`src/rtl/seq_multiplier_pkg.sv`:
```
// Shared definitions for the iterative RV64M multiplier:
// op encodings, FSM states and datapath width.
package seq_multiplier_pkg;

  localparam int XLEN = 64;

  localparam logic [1:0] MUL_OP_MUL    = 2'b00;
  localparam logic [1:0] MUL_OP_MULH   = 2'b01;
  localparam logic [1:0] MUL_OP_MULHSU = 2'b10;
  localparam logic [1:0] MUL_OP_MULHU  = 2'b11;

  typedef enum logic [1:0] {
    IDLE,
    CALC,
    SIGN,
    DONE
  } state_t;

endpackage

```
`src/rtl/seq_multiplier_adder.sv`:
```
// ALU carry-propagate adder/subtractor; the multiplier uses
// it add-only and takes c_o as the 65th sum bit.
module adder #(
  parameter int W = 64
) (
  input  logic [W-1:0] a,
  input  logic [W-1:0] b,
  input  logic         sub,
  output logic [W-1:0] sum,
  output logic         c_o
);

  logic [W-1:0] b_x;

  assign b_x = b ^ {W{sub}};
  assign {c_o, sum} = {1'b0, a} + {1'b0, b_x}
                    + {{W{1'b0}}, sub};

endmodule

```
`src/rtl/seq_multiplier.sv`:
```
// Radix-2 shift-add multiplier for MUL/MULH/MULHSU/MULHU,
// fixed 66-cycle latency, valid/ready on both sides.
module seq_multiplier
  import seq_multiplier_pkg::*;
#(
  parameter int XW    = XLEN,
  parameter int CNT_W = 7
) (
  input  logic          clk,
  input  logic          rst_n,
  input  logic          valid_i,
  output logic          ready_o,
  input  logic [1:0]    op_i,
  input  logic [XW-1:0] rs1_i,
  input  logic [XW-1:0] rs2_i,
  input  logic          flush_i,
  output logic          valid_o,
  input  logic          ready_i,
  output logic [XW-1:0] result_o
);

  localparam int PW = 2 * XW;

  state_t state, state_d;

  logic [1:0]    op_q;
  logic          neg_res;
  logic [XW-1:0] a_mag;
  logic [XW-1:0] hi;
  logic [XW-1:0] lo;
  logic [CNT_W-1:0] cnt;

  logic          accept;
  logic          last;
  logic          a_neg;
  logic          b_neg;
  logic [XW-1:0] a_mag_d;
  logic [XW-1:0] b_mag_d;
  logic [XW-1:0] addend;
  logic [XW-1:0] sum;
  logic          c;
  logic [PW-1:0] prod;
  logic [PW-1:0] prod_fin;

  assign accept = valid_i & ready_o & ~flush_i;
  assign last   = (cnt == CNT_W'(XW - 1));

  assign a_neg = rs1_i[XW-1] & (op_i != MUL_OP_MULHU);
  assign b_neg = rs2_i[XW-1]
               & ((op_i == MUL_OP_MUL) | (op_i == MUL_OP_MULH));

  // -2^63 negates to itself, which reads correctly as unsigned 2^63
  assign a_mag_d = a_neg ? (~rs1_i + XW'(1)) : rs1_i;
  assign b_mag_d = b_neg ? (~rs2_i + XW'(1)) : rs2_i;

  assign addend = lo[0] ? a_mag : '0;

  adder #(.W(XW)) u_adder (
    .a   (hi),
    .b   (addend),
    .sub (1'b0),
    .sum (sum),
    .c_o (c)
  );

  assign prod     = {hi, lo};
  assign prod_fin = neg_res ? (~prod + PW'(1)) : prod;

  always_ff @(posedge clk or negedge rst_n) begin
    if (!rst_n) begin
      state <= IDLE;
    end else begin
      state <= state_d;
    end
  end

  always_comb begin
    state_d = state;
    ready_o = 1'b0;
    valid_o = 1'b0;
    unique case (state)
      IDLE: begin
        ready_o = 1'b1;
        if (accept) state_d = CALC;
      end
      CALC: begin
        if (flush_i)   state_d = IDLE;
        else if (last) state_d = SIGN;
      end
      SIGN: begin
        state_d = flush_i ? IDLE : DONE;
      end
      DONE: begin
        valid_o = 1'b1;
        if (flush_i | ready_i) state_d = IDLE;
      end
      default: state_d = IDLE;
    endcase
  end

  always_ff @(posedge clk or negedge rst_n) begin
    if (!rst_n) begin
      op_q     <= '0;
      neg_res  <= 1'b0;
      a_mag    <= '0;
      hi       <= '0;
      lo       <= '0;
      cnt      <= '0;
      result_o <= '0;
    end else if (accept) begin
      op_q    <= op_i;
      neg_res <= a_neg ^ b_neg;
      a_mag   <= a_mag_d;
      hi      <= '0;
      lo      <= b_mag_d;
      cnt     <= '0;
    end else if (!flush_i) begin
      unique case (state)
        CALC: begin
          hi  <= {c, sum[XW-1:1]};
          lo  <= {sum[0], lo[XW-1:1]};
          cnt <= cnt + CNT_W'(1);
        end
        SIGN: begin
          hi <= prod_fin[PW-1:XW];
          lo <= prod_fin[XW-1:0];
          result_o <= (op_q == MUL_OP_MUL) ? prod_fin[XW-1:0]
                                           : prod_fin[PW-1:XW];
        end
        default: ;
      endcase
    end
  end

endmodule
```
`config.mk`:
```
export PLATFORM = sky130hd
export DESIGN_NAME = seq_multiplier
export DESIGN_NICKNAME = d
export VERILOG_FILES = /design/src/rtl/seq_multiplier_pkg.sv /design/src/rtl/seq_multiplier_adder.sv /design/src/rtl/seq_multiplier.sv
export SDC_FILE = /design/constraint.sdc
export NUM_CORES = 1
export LEC_CHECK = 0
export CAP_MARGIN = 15
export CORE_MARGIN = 2
export CORE_UTILIZATION = 25
export DETAILED_ROUTE_END_ITERATION = 10
export GPL_ROUTABILITY_DRIVEN = 0
export GPL_TIMING_DRIVEN = 0
export PLACE_DENSITY = 0.43
export SYNTH_ARGS = -nofsm -noshare
export SYNTH_HDL_FRONTEND = slang
export SYNTH_SLANG_ARGS = --single-unit
export TNS_END_PERCENT = 30
```
`constraint.sdc`:
```
create_clock -name clk -period 9.6 [get_ports clk]
set_clock_uncertainty 0.2 [all_clocks]
set_input_delay 2.88 -clock clk [delete_from_list [all_inputs] [get_ports clk]]
set_output_delay 2.88 -clock clk [all_outputs]
set_load 0.02 [all_outputs]
```
==> impl_metrics.json, run 1 <==
{
  "antenna_found_initial": 3,
  "overflow": 0,
  "power.share.clock_pct": 25.2,
  "critPathLaunchType": "primary input",
  "p_total_mw": 5.73,
  "coreArea_mm2": 0.0900,
  "p_leak_nw": 10.7,
  "crit_arrival_ns": 7.25,
  "crit_type": "in2reg",
  "sequentialPowerShare_pct": 29.9,
  "vias": 24608,
  "pre_cts_slack_ns": 2.13,
  "timing.rr.start": "lo[0]",
  "numCtsBuffers": 37,
  "postCtsSetupBuffers": 0,
  "drt_wl_total_um": 116000,
  "cts.sinks": 268,
  "cellPowerDensity_mw_per_mm2": 208,
  "syn_nets": 3157,
  "hold_slack_ns": 0.262,
  "syn_inst": 2953,
  "synth_ff_type": "dfrtp_1",
  "wl_per_cell_um": 26.4,
  "grtUsageTotal_pct": 24.1,
  "min_period_ns": 7.07,
  "die-height_um": 305,
  "drtIter0Drc": 2594,
  "ctsHtreeMaxLevel": 2,
  "rows": 110,
  "r2r_cells": 14,
  "avgViaCountPerCell": 5.59,
  "drc": 0,
  "place_area_mm2": 0.0262,
  "final_layout_size_suffix_gt1_share_pct": 3.38,
  "rsz0062_at_grt": "false",
  "port_buffers": 200,
  "fin_ws_ns": 2.53,
  "p_comb_share_pct": 44.9,
  "grt_pass1_wl_um": 167000,
  "syn_area_per_cell_um2": 7.68,
  "min_period_over_period_pct": 73.6,
  "crit_start": "flush_i",
  "path_buf_inv": 4,
  "grt_pass1_vias": 23362,
  "required_ns": 9.78,
  "area_growth_pct": 21.2,
  "p_sw_mw": 2.71,
  "ys_seq_area_share_pct": 29.6,
  "path_depth": 7,
  "synth_edf_count": 0,
  "firstDrtPassIters": 6,
  "min_path_type": "reg2reg",
  "dpl.hpwl_um": 93900,
  "p_int_mw": 3.02,
  "netlist_area_mm2": 0.0227,
  "fin_cells": 4399,
  "multi_input_area_mm2": 0.0150,
  "fill_cells": 9833,
  "hold_depth": 2,
  "cpPeakStageDelay_ns": 0.97,
  "slowest_stage": "buf_1",
  "die_x_um": 305,
  "nNetsFinal": 3401,
  "run_status": "finished clean",
  "path_cells": "clkdlybuf4s50_1 -> nor2_1 -> nand3_1 -> clkbuf_1 -> buf_1 -> buf_1 -> o221ai_1",
  "dieArea_mm2": 0.0931,
  "io_pins": 201,
  "cts_buffer_depth": 3,
  "cts_resized": 0,
  "grt_max_degree": 100,
  "max_freq_ghz": 0.142,
  "crit_family": "buffers and inverters",
  "synth_warnings": 0,
  "clk_pin_slew_ns": 0.06,
  "cts_hold_buf": 0,
  "async_flop_share_pct": 100,
  "final_max_slew_viol_count": 0,
  "tightest_slew_ns": 1.24,
  "end_kind": "flop",
  "setup-violations-final": 0,
  "ant_nets": 0,
  "ir_drop_mv": 0.105,
  "critical_path.most_common_cell": "buf_1",
  "ys_ff_latch": 268,
  "seqCellArea_mm2": 0.00671,
  "reg2reg_slack_ns": 4.01,
  "switching_share_pct": 47.3,
  "initial_core_util_pct": 25.2,
  "hold_viol": 0,
  "drv_cap": 0,
  "fin_area_mm2": 0.0275,
  "clock_latency_ns": 0.58,
  "synth.distinct_cells": 75,
  "r2r-end": "hi[60]",
  "dp.cells": 4333,
  "cp-endpoint": "lo[1]",
  "slew_headroom_pct": 17.6,
  "cts_tree": "yes",
  "cts-root-buf": "clkbuf_16",
  "cp_max_fo": 10
}
cell families (layout without fill, tap and decap cells):
logic type	after synthesis	count (layout)	synth area share [%]
muxes	9	9	0.408
DFF	268	268	29.6
buffers and inverters	251	520	4.19
adders and majority gates	69	69	3.84
AOI/OAI and AO/OA	992	992	27.5
and+or+nand+nor	1063	1063	22.9
xor gates and xnor gates	301	301	11.6
other	0	1	0
registers in the layout, indices dropped and copies added, names as in the netlist:
| name | flops |
|---|---|
| a_mag | 64 |
| op_q | 2 |
| hi | 64 |
| result_o | 64 |
| neg_res | 1 |
| lo | 64 |
| state | 2 |
| cnt | 7 |
synth_stat cells (all sizes together), types with 5 or more instances:
cell | instances | share of area, %
dfrtp | 268 | 30
xor2 | 166 | 6.4
and2 | 75 | 2.1
a21boi | 8 | 0.26
nand2 | 351 | 5.8
o31a | 8 | 0.31
a21o | 49 | 1.6
a31oi | 31 | 0.86
inv | 38 | 0.63
ha | 68 | 3.8
nor4 | 36 | 1.1
nor3 | 98 | 2.2
a21oi | 268 | 5.9
a32oi | 7 | 0.27
a211o | 5 | 0.19
o31ai | 56 | 2.0
o21ai | 300 | 6.6
clkbuf | 188 | 3.1
o211ai | 11 | 0.36
a221oi | 5 | 0.19
xnor2 | 135 | 5.2
and3 | 17 | 0.47
or4 | 50 | 1.7
nor2b | 14 | 0.39
nor4b | 6 | 0.26
and4 | 7 | 0.27
nand3b | 5 | 0.17
o21bai | 11 | 0.36
nor2 | 222 | 3.7
nand3 | 57 | 1.3
o22a | 8 | 0.31
o41ai | 29 | 1.2
o21a | 18 | 0.60
a41oi | 6 | 0.23
a22oi | 32 | 1.1
nand4 | 39 | 1.1
a211oi | 49 | 1.6
nand2b | 22 | 0.61
or3 | 35 | 0.97
o22ai | 12 | 0.33
or2 | 20 | 0.56
buf | 25 | 0.45
o221ai | 50 | 1.9
mux2i | 7 | 0.31
how the worst min path moves through the flow:
stage	slack, ns	start	endpoint
6_report	0.26	result_o[5]	result_o[5]
5_1_grt	0.28	result_o[18]	result_o[18]
4_1_cts	0.27	result_o[18]	result_o[18]
3_5_place_dp	0.26	result_o[5]	result_o[5]
3_3_place_gp	0.26	a_mag[55]	a_mag[55]
2_1_floorplan	0.23	a_mag[55]	a_mag[55]
stage by stage:
stage | setup TNS (ns) | utilization, %
4_1_cts | 0 | 30.5
2_1_floorplan | 0 | -
5_1_grt | 0 | 30.5
3_5_place_dp | 0 | 29.1
3_3_place_gp | -2018.19 | 29.1
6_report | 0 | 30.5
power by group through the flow:
stage          logic [mW]  clock network [mW]  registers, mW
2_1_floorplan        1.56                   0           1.55
3_3_place_gp         2.50                   0           1.72
3_5_place_dp         2.49                   0           1.72
4_1_cts              2.50                1.47           1.70
5_1_grt              2.75                1.51           1.73
6_report             2.57                1.44           1.71
final cells by class:
type | instances | area share (%)
Clock buffer | 50 | 3.88
Tap cell | 1176 | 5.36
Multi-Input combinational cell | 2434 | 54.7
Clock inverter | 14 | 0.633
Inverter | 38 | 0.519
Antenna cell | 1 | 0.00911
Buffer | 213 | 2.94
Timing Repair Buffer | 205 | 7.59
Sequential cell | 268 | 24.4
worst register-to-register path: stages (launching register included):
cell	delay, ns
dfrtp_1	0.61
clkbuf_1	0.69
clkbuf_1	0.33
and2_1	0.18
ha_1	0.22
clkbuf_1	0.21
a21oi_1	0.28
o21ai_0	0.23
a221oi_1	0.34
a21oi_1	0.19
nor4_1	0.97
nor4_1	0.11
nor3_1	0.38
mux2_2	0.40
o221ai_1	0.18
per-layer routing:
metal | vias up | part of all wire [%] | GRT usage [%]
li1 | 11334 | - | -
met1 | 12017 | 45 | 33.6
met2 | 1045 | 44 | 37.2
met3 | 210 | 7.4 | 4.61
met4 | 2 | 3.9 | 8.47
met5 | - | 0.0095 | 0
cell usage in the layout (no fill, tap or decap), types with 35 or more instances in the layout:
cell type and count:
o31ai_1 54, xor2_1 166, xnor2_1 135, a211oi_1 49, a21oi_1 268, nor3_1 98, or4_1 47, nand4_1 39
clkbuf_16 38, o221ai_1 50, ha_1 68, nand2_1 351, clkbuf_1 193, o21ai_0 296, nand3_1 57, or3_1 35
clkdlybuf4s50_1 199, inv_1 38, dfrtp_1 268, and2_1 75, nor2_1 222, a21o_1 49
(Power assumes the default switching activity.)
==> run 2: changes to the inputs <==
--- a/config.mk
+++ b/config.mk
@@ -11,7 +11,7 @@
 export DETAILED_ROUTE_END_ITERATION = 10
 export GPL_ROUTABILITY_DRIVEN = 0
 export GPL_TIMING_DRIVEN = 0
-export PLACE_DENSITY = 0.43
+export PLACE_DENSITY = 0.44
 export SYNTH_ARGS = -nofsm -noshare
 export SYNTH_HDL_FRONTEND = slang
 export SYNTH_SLANG_ARGS = --single-unit
==> constraint.sdc (replaced) <==
create_clock -name clk -period 6.2 [get_ports clk]
set_clock_uncertainty 0.2 [all_clocks]
set_input_delay 1.86 -clock clk [delete_from_list [all_inputs] [get_ports clk]]
set_output_delay 1.86 -clock clk [all_outputs]
set_load 0.02 [all_outputs]
==> impl_metrics.json, run 2 (synthesis results as in run 1) <==
{
  "drv_cap": 0,
  "rsz0062_at_grt": "false",
  "p_int_mw": 4.76,
  "setup-violations-final": 0,
  "n_antenna_cell": 0,
  "clk_pin_slew_ns": 0.06,
  "area_growth_pct": 21.3,
  "vias": 24561,
  "p_leak_nw": 10.8,
  "cts.sinks": 268,
  "grt_pass1_wl_um": 167000,
  "p_comb_share_pct": 44.5,
  "run_status": "finished clean",
  "crit_arrival_ns": 6.16,
  "wl_per_cell_um": 26.3,
  "tightest_slew_ns": 1.21,
  "sequentialPowerShare_pct": 29.6,
  "initial_core_util_pct": 25.2,
  "cp_max_fo": 10,
  "overflow": 0,
  "cts-root-buf": "clkbuf_16",
  "postCtsSetupBuffers": 0,
  "p_sw_mw": 4.19,
  "numCtsBuffers": 37,
  "cellPowerDensity_mw_per_mm2": 325,
  "cts_hold_buf": 0,
  "drc": 0,
  "drt_wl_total_um": 116000,
  "dpl.hpwl_um": 93200,
  "grt_max_degree": 107,
  "port_buffers": 200,
  "firstDrtPassIters": 6,
  "final_util_pct": 30.6,
  "critPathLaunchType": "primary input",
  "grt_pass1_vias": 23354,
  "ant_nets": 0,
  "grtUsageTotal_pct": 24.1,
  "max_freq_ghz": 0.168,
  "cts_resized": 0,
  "hold_slack_ns": 0.267,
  "crit_type": "in2reg",
  "final_layout_size_suffix_gt1_share_pct": 3.26,
  "coreArea_mm2": 0.0900,
  "io_pins": 201,
  "min_path_type": "reg2reg",
  "clock_latency_ns": 0.59,
  "slew_headroom_pct": 19.6,
  "die_x_um": 305,
  "antenna_found_initial": 5,
  "switching_share_pct": 46.8,
  "min_period_ns": 5.95,
  "avgViaCountPerCell": 5.58,
  "end_kind": "flop",
  "hold_viol": 0,
  "nNetsFinal": 3400,
  "seqCellArea_mm2": 0.00671,
  "fill_cells": 9803,
  "final_max_slew_viol_count": 0,
  "multi_input_area_mm2": 0.0150,
  "ctsHtreeMaxLevel": 2,
  "ir_drop_mv": 0.171,
  "min_period_over_period_pct": 95.9,
  "cts_buffer_depth": 3,
  "dieArea_mm2": 0.0931,
  "die-height_um": 305,
  "power.share.clock_pct": 25.9,
  "required_ns": 6.41,
  "layout_commonest_cell": "nand2_1",
  "layout_common_cells": "nand2_1 (351), o21ai_0 (296), dfrtp_1 (268)",
  "rows": 110,
  "cts_tree": "yes",
  "drtIter0Drc": 2670
}
-- run 2: changes by cell type in the layout (fill, tap and decap cells not counted), moves of 2 or more --
cell	previous run	this run
clkbuf_1	193	198
clkinvlp_4	4	0
bufinv_16	3	6
clkbuf_8	7	4
clkinv_2	4	6
-- run 2: stage by stage --
step                setup TNS (ns)  total power [mW]  cell area (um^2)  worst slack, ns  instances
global route                     0              9.37             27500            0.257       4398
finish                           0              8.95             27500            0.254       4398
CTS                              0              8.85             27500            0.305       4398
floorplan                        0              4.81             22700             1.33       2953
global placement          -2670.60              6.51             26200           -10.00       4329
detailed placement           -2.43              6.50             26200           -0.307       4333
-- run 2: worst paths after layout --
| check | start | endpoint | slack [ns] | cells past startpoint |
|---|---|---|---|---|
| worst max-delay path | flush_i | lo[1] | 0.25 | 7 |
| worst min-delay path | a_mag[4] | a_mag[4] | 0.27 | 2 |
| worst max register to register | lo[0] | hi[60] | 0.68 | 14 |
| worst min register to register | a_mag[4] | a_mag[4] | 0.27 | 2 |
| max in group asynchronous | rst_n | lo[63] | 3.29 | 3 |
| min in group asynchronous | rst_n | a_mag[62] | 0.99 | 1 |
-- run 2: per-layer routing --
layer	up-vias	share of wire, %	GRT usage [%]
met4	4	4.1	9.11
met3	210	7.8	4.53
met2	1102	43	36.9
met5	-	0.020	0
met1	11921	45	33.5
li1	11324	-	-
-- run 2: worst max-delay path, cell delays in order --
cell and delay (ns):
clkdlybuf4s50_1 0.73, nor2_1 0.20, nand3_1 0.47, clkbuf_1 0.78, buf_1 0.89, buf_1 0.95, o221ai_1 0.21
-- run 2: cell type report --
cell class / instances / area share [%]
repair buffers: 204 / 7.56
clock inverters: 13 / 0.823
well taps: 1176 / 5.35
flip-flops and latches: 268 / 24.4
multi-input cells: 2434 / 54.6
inverters: 38 / 0.519
clock buffers: 52 / 3.79
plain buffers: 213 / 2.94
-- run 2: power groups by stage --
stage / Sequential, mW / Clock [mW] / Combinational [mW]
3_3_place_gp: 2.66 / 0 / 3.85
6_report: 2.65 / 2.32 / 3.98
4_1_cts: 2.63 / 2.36 / 3.86
2_1_floorplan: 2.40 / 0 / 2.41
5_1_grt: 2.68 / 2.43 / 4.26
3_5_place_dp: 2.66 / 0 / 3.85
